[src/rtl/fu_alu_pipe.sv]
// fu_alu_pipe: elastic multi-stage integer ALU functional unit.
// Executes the Alpha INTA/INTL/INTS operate groups and LDA, then carries the
// result through STAGES register stages towards the CDB. Stages are squashed
// individually on branch recovery and resolved branch tags are cleared in
// flight.
// Optional feature: define FU_ALU_PIPE_SQUASH_CNT_EN to add squash_cnt_o, a
// saturating count of in-flight ops killed by branch recovery.
module fu_alu_pipe #(
  parameter int XLEN      = 64,
  parameter int STAGES    = 2,
  parameter int PRF_IDX_W = 6,
  parameter int ROB_IDX_W = 5,
  parameter int BR_MASK_W = 4
) (
  input  logic                 clk,
  input  logic                 rst,
  input  logic                 start_i,
  input  logic [XLEN-1:0]      opa_i,
  input  logic [XLEN-1:0]      opb_i,
  input  logic [31:0]          inst_i,
  input  logic [PRF_IDX_W-1:0] dest_tag_i,
  input  logic [ROB_IDX_W:0]   rob_idx_i,
  input  logic [BR_MASK_W-1:0] br_mask_i,
  input  logic                 rob_br_recovery_i,
  input  logic                 rob_br_pred_correct_i,
  input  logic [BR_MASK_W-1:0] rob_br_tag_fix_i,
  input  logic                 stall_i,
  output logic                 ready_o,
  output logic                 done_pre_o,
  output logic                 done_o,
  output logic [XLEN-1:0]      result_o,
  output logic [PRF_IDX_W-1:0] dest_tag_o,
  output logic [ROB_IDX_W:0]   rob_idx_o,
  output logic [BR_MASK_W-1:0] br_mask_o
`ifdef FU_ALU_PIPE_SQUASH_CNT_EN
  ,
  output logic [15:0]          squash_cnt_o
`endif
);

  localparam int SHW = $clog2(XLEN);

  // Filler for undefined encodings; truncated when XLEN is not a multiple of 32.
  localparam int                 BEEF_REP  = (XLEN + 31) / 32;
  localparam logic [32*BEEF_REP-1:0] BEEF_WIDE = {BEEF_REP{32'hdeadbeef}};
  localparam logic [XLEN-1:0]    BEEF      = BEEF_WIDE[XLEN-1:0];

  // Opcodes (inst[31:26]) and function codes (inst[11:5]).
  localparam logic [5:0] OPC_LDA  = 6'h08;
  localparam logic [5:0] OPC_INTA = 6'h10;
  localparam logic [5:0] OPC_INTL = 6'h11;
  localparam logic [5:0] OPC_INTS = 6'h12;

  localparam logic [6:0] FN_ADDQ   = 7'h20;
  localparam logic [6:0] FN_SUBQ   = 7'h29;
  localparam logic [6:0] FN_CMPEQ  = 7'h2d;
  localparam logic [6:0] FN_CMPULT = 7'h1d;
  localparam logic [6:0] FN_CMPULE = 7'h3d;
  localparam logic [6:0] FN_CMPLT  = 7'h4d;
  localparam logic [6:0] FN_CMPLE  = 7'h6d;
  localparam logic [6:0] FN_AND    = 7'h00;
  localparam logic [6:0] FN_BIC    = 7'h08;
  localparam logic [6:0] FN_BIS    = 7'h20;
  localparam logic [6:0] FN_ORNOT  = 7'h28;
  localparam logic [6:0] FN_XOR    = 7'h40;
  localparam logic [6:0] FN_EQV    = 7'h48;
  localparam logic [6:0] FN_SRL    = 7'h34;
  localparam logic [6:0] FN_SLL    = 7'h39;
  localparam logic [6:0] FN_SRA    = 7'h3c;

  typedef struct packed {
    logic                 valid;
    logic [XLEN-1:0]      res;
    logic [PRF_IDX_W-1:0] tag;
    logic [ROB_IDX_W:0]   rob;
    logic [BR_MASK_W-1:0] mask;
  } stage_t;

  stage_t stg_q [STAGES];
  stage_t stg_d [STAGES];
  stage_t up    [STAGES];
  stage_t in_s;

  logic [5:0]           op_class;
  logic [6:0]           func;
  logic [XLEN-1:0]      opa, opb, alu_res;
  logic [SHW-1:0]       sh;
  logic [STAGES-1:0]    adv, kill, load;
  logic [BR_MASK_W-1:0] clr_mask;

  // Register-number fields are resolved upstream by rename; not needed here.
  logic unused_inst;
  assign unused_inst = ^inst_i[25:21];

  // Operand select and single-cycle compute ahead of stage 0.
  always_comb begin
    // NOTE: every always_comb output gets a default first so no path infers a latch.
    op_class = {inst_i[31:29], 3'b000};
    func     = inst_i[11:5];
    opa      = opa_i;
    opb      = opb_i;
    if (op_class == 6'h10 && inst_i[12]) opb = XLEN'(inst_i[20:13]);
    if (op_class == 6'h08 || op_class == 6'h20 || op_class == 6'h28)
      opa = XLEN'($signed(inst_i[15:0]));
    sh      = opb[SHW-1:0];
    alu_res = BEEF;
    case (inst_i[31:26])
      OPC_INTA: begin
        case (func)
          FN_ADDQ:   alu_res = opa + opb;
          FN_SUBQ:   alu_res = opa - opb;
          FN_CMPEQ:  alu_res = XLEN'(opa == opb);
          FN_CMPULT: alu_res = XLEN'(opa < opb);
          FN_CMPULE: alu_res = XLEN'(opa <= opb);
          FN_CMPLT:  alu_res = XLEN'($signed(opa) < $signed(opb));
          FN_CMPLE:  alu_res = XLEN'($signed(opa) <= $signed(opb));
          default:   alu_res = BEEF;
        endcase
      end
      OPC_INTL: begin
        case (func)
          FN_AND:   alu_res = opa & opb;
          FN_BIC:   alu_res = opa & ~opb;
          FN_BIS:   alu_res = opa | opb;
          FN_ORNOT: alu_res = opa | ~opb;
          FN_XOR:   alu_res = opa ^ opb;
          FN_EQV:   alu_res = ~(opa ^ opb);
          default:  alu_res = BEEF;
        endcase
      end
      OPC_INTS: begin
        case (func)
          FN_SRL:  alu_res = opa >> sh;
          FN_SLL:  alu_res = opa << sh;
          FN_SRA:  alu_res = $signed(opa) >>> sh;
          default: alu_res = BEEF;
        endcase
      end
      OPC_LDA: alu_res = opa + opb;
      default: alu_res = BEEF;
    endcase
  end

  // Advance chain (bubble collapse from the CDB end), per-stage squash and load enables.
  always_comb begin
    adv           = '0;
    adv[STAGES-1] = ~stall_i;
    for (int k = STAGES - 2; k >= 0; k--) adv[k] = ~stg_q[k+1].valid | adv[k+1];
    for (int k = 0; k < STAGES; k++) begin
      kill[k] = rob_br_recovery_i & stg_q[k].valid & (|(stg_q[k].mask & rob_br_tag_fix_i));
      load[k] = ~rob_br_recovery_i & (~stg_q[k].valid | adv[k]);
    end
  end

  assign ready_o = (~stg_q[0].valid | adv[0]) & ~rob_br_recovery_i;

  // Next state of every stage: squash, shift in from upstream, or hold; resolved tag bits cleared.
  always_comb begin
    clr_mask = (rob_br_pred_correct_i & ~rob_br_recovery_i) ? ~rob_br_tag_fix_i : '1;
    in_s     = '0;
    if (start_i && ready_o) begin
      in_s.valid = 1'b1;
      in_s.res   = alu_res;
      in_s.tag   = dest_tag_i;
      in_s.rob   = rob_idx_i;
      in_s.mask  = br_mask_i;
    end
    up[0] = in_s;
    for (int k = 1; k < STAGES; k++) up[k] = stg_q[k-1];
    for (int k = 0; k < STAGES; k++) begin
      // An empty upstream stage always carries an all-zero payload, so copying it clears this one.
      if (kill[k])      stg_d[k] = '0;
      else if (load[k]) stg_d[k] = up[k];
      else              stg_d[k] = stg_q[k];
      stg_d[k].mask = stg_d[k].mask & clr_mask;
    end
  end

  // Pipeline stage registers.
  always_ff @(posedge clk) begin
    if (rst) begin
      // NOTE: payload is reset along with valid because an empty stage must read back as zero.
      for (int k = 0; k < STAGES; k++) stg_q[k] <= '0;
    end else begin
      // NOTE: sequential state uses <= so every stage samples the pre-edge values of its neighbour.
      for (int k = 0; k < STAGES; k++) stg_q[k] <= stg_d[k];
    end
  end

  assign done_o     = stg_q[STAGES-1].valid;
  assign result_o   = stg_q[STAGES-1].res;
  assign dest_tag_o = stg_q[STAGES-1].tag;
  assign rob_idx_o  = stg_q[STAGES-1].rob;
  assign br_mask_o  = stg_q[STAGES-1].mask;

  generate
    if (STAGES == 1) begin : g_pre_single
      assign done_pre_o = start_i & ready_o;
    end else begin : g_pre_multi
      assign done_pre_o = stg_q[STAGES-2].valid & adv[STAGES-2] & ~rob_br_recovery_i;
    end
  endgenerate

`ifdef FU_ALU_PIPE_SQUASH_CNT_EN
  logic [15:0] squash_cnt_q, squash_cnt_d;
  logic [16:0] squash_sum;

  // Saturating sum of the stages killed this cycle.
  always_comb begin
    squash_sum = {1'b0, squash_cnt_q};
    for (int k = 0; k < STAGES; k++) squash_sum = squash_sum + 17'(kill[k]);
    squash_cnt_d = squash_sum[16] ? 16'hFFFF : squash_sum[15:0];
  end

  // Squash counter register.
  always_ff @(posedge clk) begin
    if (rst) squash_cnt_q <= '0;
    else     squash_cnt_q <= squash_cnt_d;
  end

  assign squash_cnt_o = squash_cnt_q;
`endif

endmodule

[config.mk]
export PLATFORM = sky130hd
export DESIGN_NAME = fu_alu_pipe
export DESIGN_NICKNAME = d
export VERILOG_FILES = /design/src/rtl/fu_alu_pipe.sv
export SDC_FILE = /design/constraint.sdc
export NUM_CORES = 2
export LEC_CHECK = 0
export ABC_AREA = 1
export ABC_CLOCK_PERIOD_IN_PS = 4300
export CAP_MARGIN = 20
export CORE_MARGIN = 3
export CORE_UTILIZATION = 30
export DETAILED_ROUTE_END_ITERATION = 10
export GPL_TIMING_DRIVEN = 0
export MAX_ROUTING_LAYER = met4
export PLACE_DENSITY_LB_ADDON = 0.2
export SETUP_SLACK_MARGIN = 0.02
export SLEW_MARGIN = 20
export SYNTH_ARGS = -nofsm -noshare
export SYNTH_HDL_FRONTEND = slang
export SYNTH_SLANG_ARGS = --single-unit
[constraint.sdc]
create_clock -name clk -period 4.3 [get_ports clk]
set_input_delay 0.86 -clock clk [delete_from_list [all_inputs] [get_ports clk]]
set_output_delay 0.86 -clock clk [all_outputs]
set_load 0.02 [all_outputs]
Word-level counts from Yosys, hierarchy flattened
Memories as Yosys holds them, arrays and structs flattened.
Cells that the tools add are included.
{"block": "op_classes", "magnitude_cmp": 4, "shifts": 3, "n_addsub": 2, "bitwise": 29, "reduce_logical": 7, "n_eq_ne": 23, "muxes": 17}
{"op": "$mux W81", "n": 7}
{"op": "$pmux W64 S7", "n": 1}
{"op": "$pmux W64 S6", "n": 1}
{"op": "$pmux W64 S4", "n": 1}
{"op": "$pmux W64 S3", "n": 1}
{"op": "$and A64 B64 Y64", "n": 2}
{"op": "$le A64 B64 Y1", "n": 2}
{"op": "$lt A64 B64 Y1", "n": 2}
{"op": "$mux W64", "n": 2}
{"op": "$not A64 Y64", "n": 2}
{"op": "$or A64 B64 Y64", "n": 2}
{"op": "$add A64 B64 Y64", "n": 1}
{"op": "$eq A64 B64 Y1", "n": 1}
{"op": "$shl A64 B6 Y64", "n": 1}
{"op": "$shr A64 B6 Y64", "n": 1}
{"op": "$sshr A64 B6 Y64", "n": 1}
{"op": "$sub A64 B64 Y64", "n": 1}
{"op": "$xor A64 B64 Y64", "n": 1}
{"op": "$eq A7 B6 Y1 const B", "n": 8}
{"op": "$eq A7 B7 Y1 const B", "n": 4}
{"op": "$eq A6 B5 Y1 const B", "n": 3}
{"op": "$and A4 B4 Y4", "n": 4}
{"op": "$and A1 B1 Y1", "n": 9}
{"op": "$reduce_or A4 Y1", "n": 2}
{"op": "other kinds (14)", "n": 25}
{"block": "totals", "memories": 1, "output_inout_bits": 83, "ram_bits": 162, "register_bits": 0}
{"name": "stg_q", "depth": 2, "width": 81, "rd": 2, "rd_ports_with_merged_regs": 0, "wr": 2, "line_no": "79", "text": "stage_t stg_q [STAGES];"}

Longest topological paths before layout
{"block": "logic_depth", "word_depth": 13, "depth_mapped": 35, "mapped_depth_nobuf": 30}

Worst setup path after synthesis
OpenSTA, ideal clock, no wires.
{"block": "synth_timing", "path_type": "input -> register", "startpoint": "in inst_i[29]", "endpoint": "mem stg_q[0][76] (netlist name)", "setup_slack_ps": -28, "t_arrival_ps": 4194, "setup_ps": 134, "required_time_ps": 4166, "stages": 29, "cell_sequence": "nor2_4 -> nand2_2 -> buf_6 -> buf_8 -> inv_2 -> or2_1 -> o21a_1 -> buf_6 -> inv_2 -> buf_4 -> buf_2 -> ha_1 -> clkbuf_1 -> inv_1 -> a21oi_1 -> o21a_1 -> o21ai_0 -> a21oi_1 -> o21ai_2 -> nand2_1 -> nand2_1 -> nand3_1 -> nand3_1 -> nand3_1 -> nand3_1 -> nand2_1 -> nand3_1 -> nand2_1 -> a21oi_1"}
{"item": "start: declaration", "line_no": "20", "text": "input logic [31:0] inst_i,"}
{"item": "end: declaration", "line_no": "79"}

==> flow_summary.json <==
{
  "status": "finished, violations left",
  "violations": "setup timing",
  "ant_nets": 0,
  "yosys.area.top_type": "nand2_1",
  "drt_iter0_drc": 7879,
  "ys_ff_latch": 162,
  "startpoint": "inst_i[8]",
  "drcViolationCount": 0,
  "hold_depth": 2,
  "synth.most_common_cell": "nand2_1",
  "clockPowerShare_pct": 15.2,
  "final.min_clock_period_ns": 4.52,
  "seqCellArea_um2": 3240,
  "seq_area_frac_synth_pct": 10.2,
  "critPathKind": "in -> reg",
  "p_int_mw": 4.87,
  "cap_violations": 0,
  "wl_per_cell_um": 36.4,
  "endpoint_kind": "flop",
  "ctsHtreeMaxLevel": 4,
  "cts_root_buf": "clkbuf_16",
  "p_comb_share_pct": 70.5,
  "ctsHoldBuffers": 0,
  "min_from": "stg_q[0][10]",
  "synth_cell_types": 63,
  "place_inst": 7821,
  "vias": 50700,
  "synth.top_cell.area_share_pct": 24.8,
  "multi_input_area_um2": 28100,
  "clock_latency_ns": 0.43,
  "synth_area_um2": 31700,
  "grt_pass1_vias": 45900,
  "final_layout_size_suffix_gt1_share_pct": 21.3,
  "ir_worst_vdd_uv": 235,
  "synthTopCellsByArea": "nand2_1, nand3_1, dfxtp_1",
  "hold_path_end": "stg_q[0][10]",
  "cts_sinks": 162,
  "syn2layout_area_growth_pct": 39.4,
  "syn-num-nets": 6486,
  "grt.total_usage_pct": 52.9,
  "largest_reg_flops": 162,
  "fin_ws_ns": -0.220,
  "ff2ff_path_depth": 8,
  "synthArstFlopShare_pct": 0,
  "crit_fanout": 10,
  "port_buffers": 262,
  "die_w_um": 331,
  "power_leakage_nw": 18.9,
  "row_count": 118,
  "dr.pass1.iters": 9,
  "place.gp.congestion": 1.20,
  "syn_avg_cell_area_um2": 5.14,
  "p_per_area_nw_per_um2": 251,
  "p_switching_mw": 6.21,
  "pwr-share-seq_pct": 14.3,
  "top_regs": "stg_q (162)",
  "max_freq_mhz": 221,
  "initial_utilization_pct": 30.4,
  "r2r-end": "stg_q[0][70]",
  "totalWireLength_um": 295000,
  "final_hold_viol_count": 0,
  "instances_no_fill": 8094,
  "rsz0062_at_grt": "true",
  "cp.required_ns": 4.60,
  "yosysWarningCount": 0,
  "fin_nets": 6973,
  "regMostFlops": "stg_q",
  "dieArea_um2": 110000,
  "io_pins": 269,
  "finalMaxSlewViolations": 0,
  "final_util_pct": 42.4,
  "fillers": 11900,
  "switching_share_pct": 56.1,
  "dp_slack_ns": -2.89,
  "syn_inst": 6172,
  "antenna_found_initial": 28,
  "rr_startpoint": "stg_q[0][161]",
  "skew_ns": 0.0127,
  "fin_crit_sh_pct": 105,
  "die_h_um": 331,
  "hold_class": "reg -> reg",
  "grt_max_degree": 17,
  "ys_top_cells_by_count": "nand2_1, nand3_1, inv_1, a21oi_1, nor2_1",
  "tns_ns": -3.14,
  "core_area_um2": 104000,
  "tightestPinTransition_ns": 1.28,
  "worst_setup_path_start_kind": "primary input",
  "synthFlopType": "dfxtp_1",
  "cts_inserted_buffers": 17,
  "grt_overflow_total": 0,
  "max-slew-margin-rel_pct": 14.5,
  "cts_tree": "yes",
  "drt-vias-per-instance": 6.27,
  "clkTransAtPathRegs_ns": 0.07,
  "grt_pass1_wl_um": 388000,
  "synth_edf_count": 0,
  "clk_path_buf_depth": 2,
  "dp_hpwl_um": 233000,
  "r2r_slack_ns": 1.96,
  "finalSetupViolations": 47,
  "place_area_um2": 36200,
  "final_cell_area_um2": 44200,
  "cp.arrival_ns": 4.82
}
metrics by stage:
stage / power, mW / hold WS, ns
final: 11.1 / 0.461
after CTS: 9.91 / 0.460
after global placement: 7.39 / 0.449
after floorplan: 4.68 / 0.441
after global routing: 11.2 / 0.473
after detailed placement: 7.37 / 0.453
power groups by stage:
stage	registers (mW)	logic, mW	clock network (mW)
global route	1.59	7.90	1.76
finish	1.58	7.82	1.68
detailed placement	1.61	5.76	0
global placement	1.61	5.77	0
CTS	1.58	6.64	1.69
floorplan	1.61	3.07	0
cell type report:
| cell class | instances | area share, % |
|---|---|---|
| inverters | 654 | 5.83 |
| clock buffers | 19 | 1.02 |
| multi-input cells | 4916 | 63.5 |
| clock inverters | 13 | 0.444 |
| well taps | 1380 | 3.91 |
| plain buffers | 398 | 6.30 |
| repair buffers | 510 | 11.4 |
| diodes | 42 | 0.238 |
| flip-flops and latches | 162 | 7.34 |
cell families after synthesis:
logic type	count (synthesis)	share of synthesized area [%]
fa+ha+maj	128	5.05
compound gates	1334	23.8
xor+xnor	45	1.24
buf+inv	1094	15.0
flops	162	10.2
simple gates	3409	44.6
worst max-delay path, stage by stage:
cell,delay [ns]
clkbuf_2,0.26
inv_1,0.44
buf_2,0.53
clkdlybuf4s15_1,0.88
xor2_1,0.17
o21ai_0,0.72
nand3_1,0.35
a21oi_1,0.25
nand4_1,0.19
nand2_1,0.11
a21oi_1,0.06
worst max-delay path by stage:
stage	endpoint	slack, ns	cells after the start
after global placement	stg_q[0][56]	-3.25	22
after floorplan	stg_q[0][76]	0.08	29
after detailed placement	stg_q[0][41]	-2.89	24
final	stg_q[0][57]	-0.22	11
after global routing	stg_q[0][75]	-0.19	25
after CTS	stg_q[0][75]	-0.07	33
timing repair:
action / CTS / global route
setup endpoints to repair: 64 / 65
cloned: 3 / 3
pin swaps: 109 / 166
resized for setup: 827 / 569
buffers inserted: 115 / 119
placed cells by master (no fill, tap or decap), types with 22 or more instances in the layout:
master,instances
nand2_1,1944
xor2_1,45
nor3_1,29
nor2_2,53
nand2_2,130
ha_1,68
nand3_2,67
o21ai_2,64
o21ai_4,79
a21oi_1,433
o21ai_0,239
nor2_1,380
a21oi_2,94
a21oi_4,31
buf_4,300
clkdlybuf4s50_1,254
ha_4,51
dfxtp_1,162
buf_6,27
nand4_1,49
buf_12,49
o211ai_1,81
clkinvlp_4,22
nand2_4,54
clkbuf_2,39
clkbuf_1,84
inv_2,50
nand3_1,589
o21a_1,26
diode_2,42
inv_1,572
o21ai_1,122
buf_2,79
nor2_4,35
per-layer routing:
layer / part of all wire [%] / track usage [%] / vias up / wire length, um
li1: - / - / 21200 / -
met1: 35 / 57.4 / 23700 / 102000
met2: 40 / 73.3 / 4201 / 117000
met3: 12 / 19.2 / 1679 / 36800
met4: 13 / 52.2 / 0 / 38500
met5: 0 / - / - / 0
No activity file was read; power rests on OpenSTA's default activity.
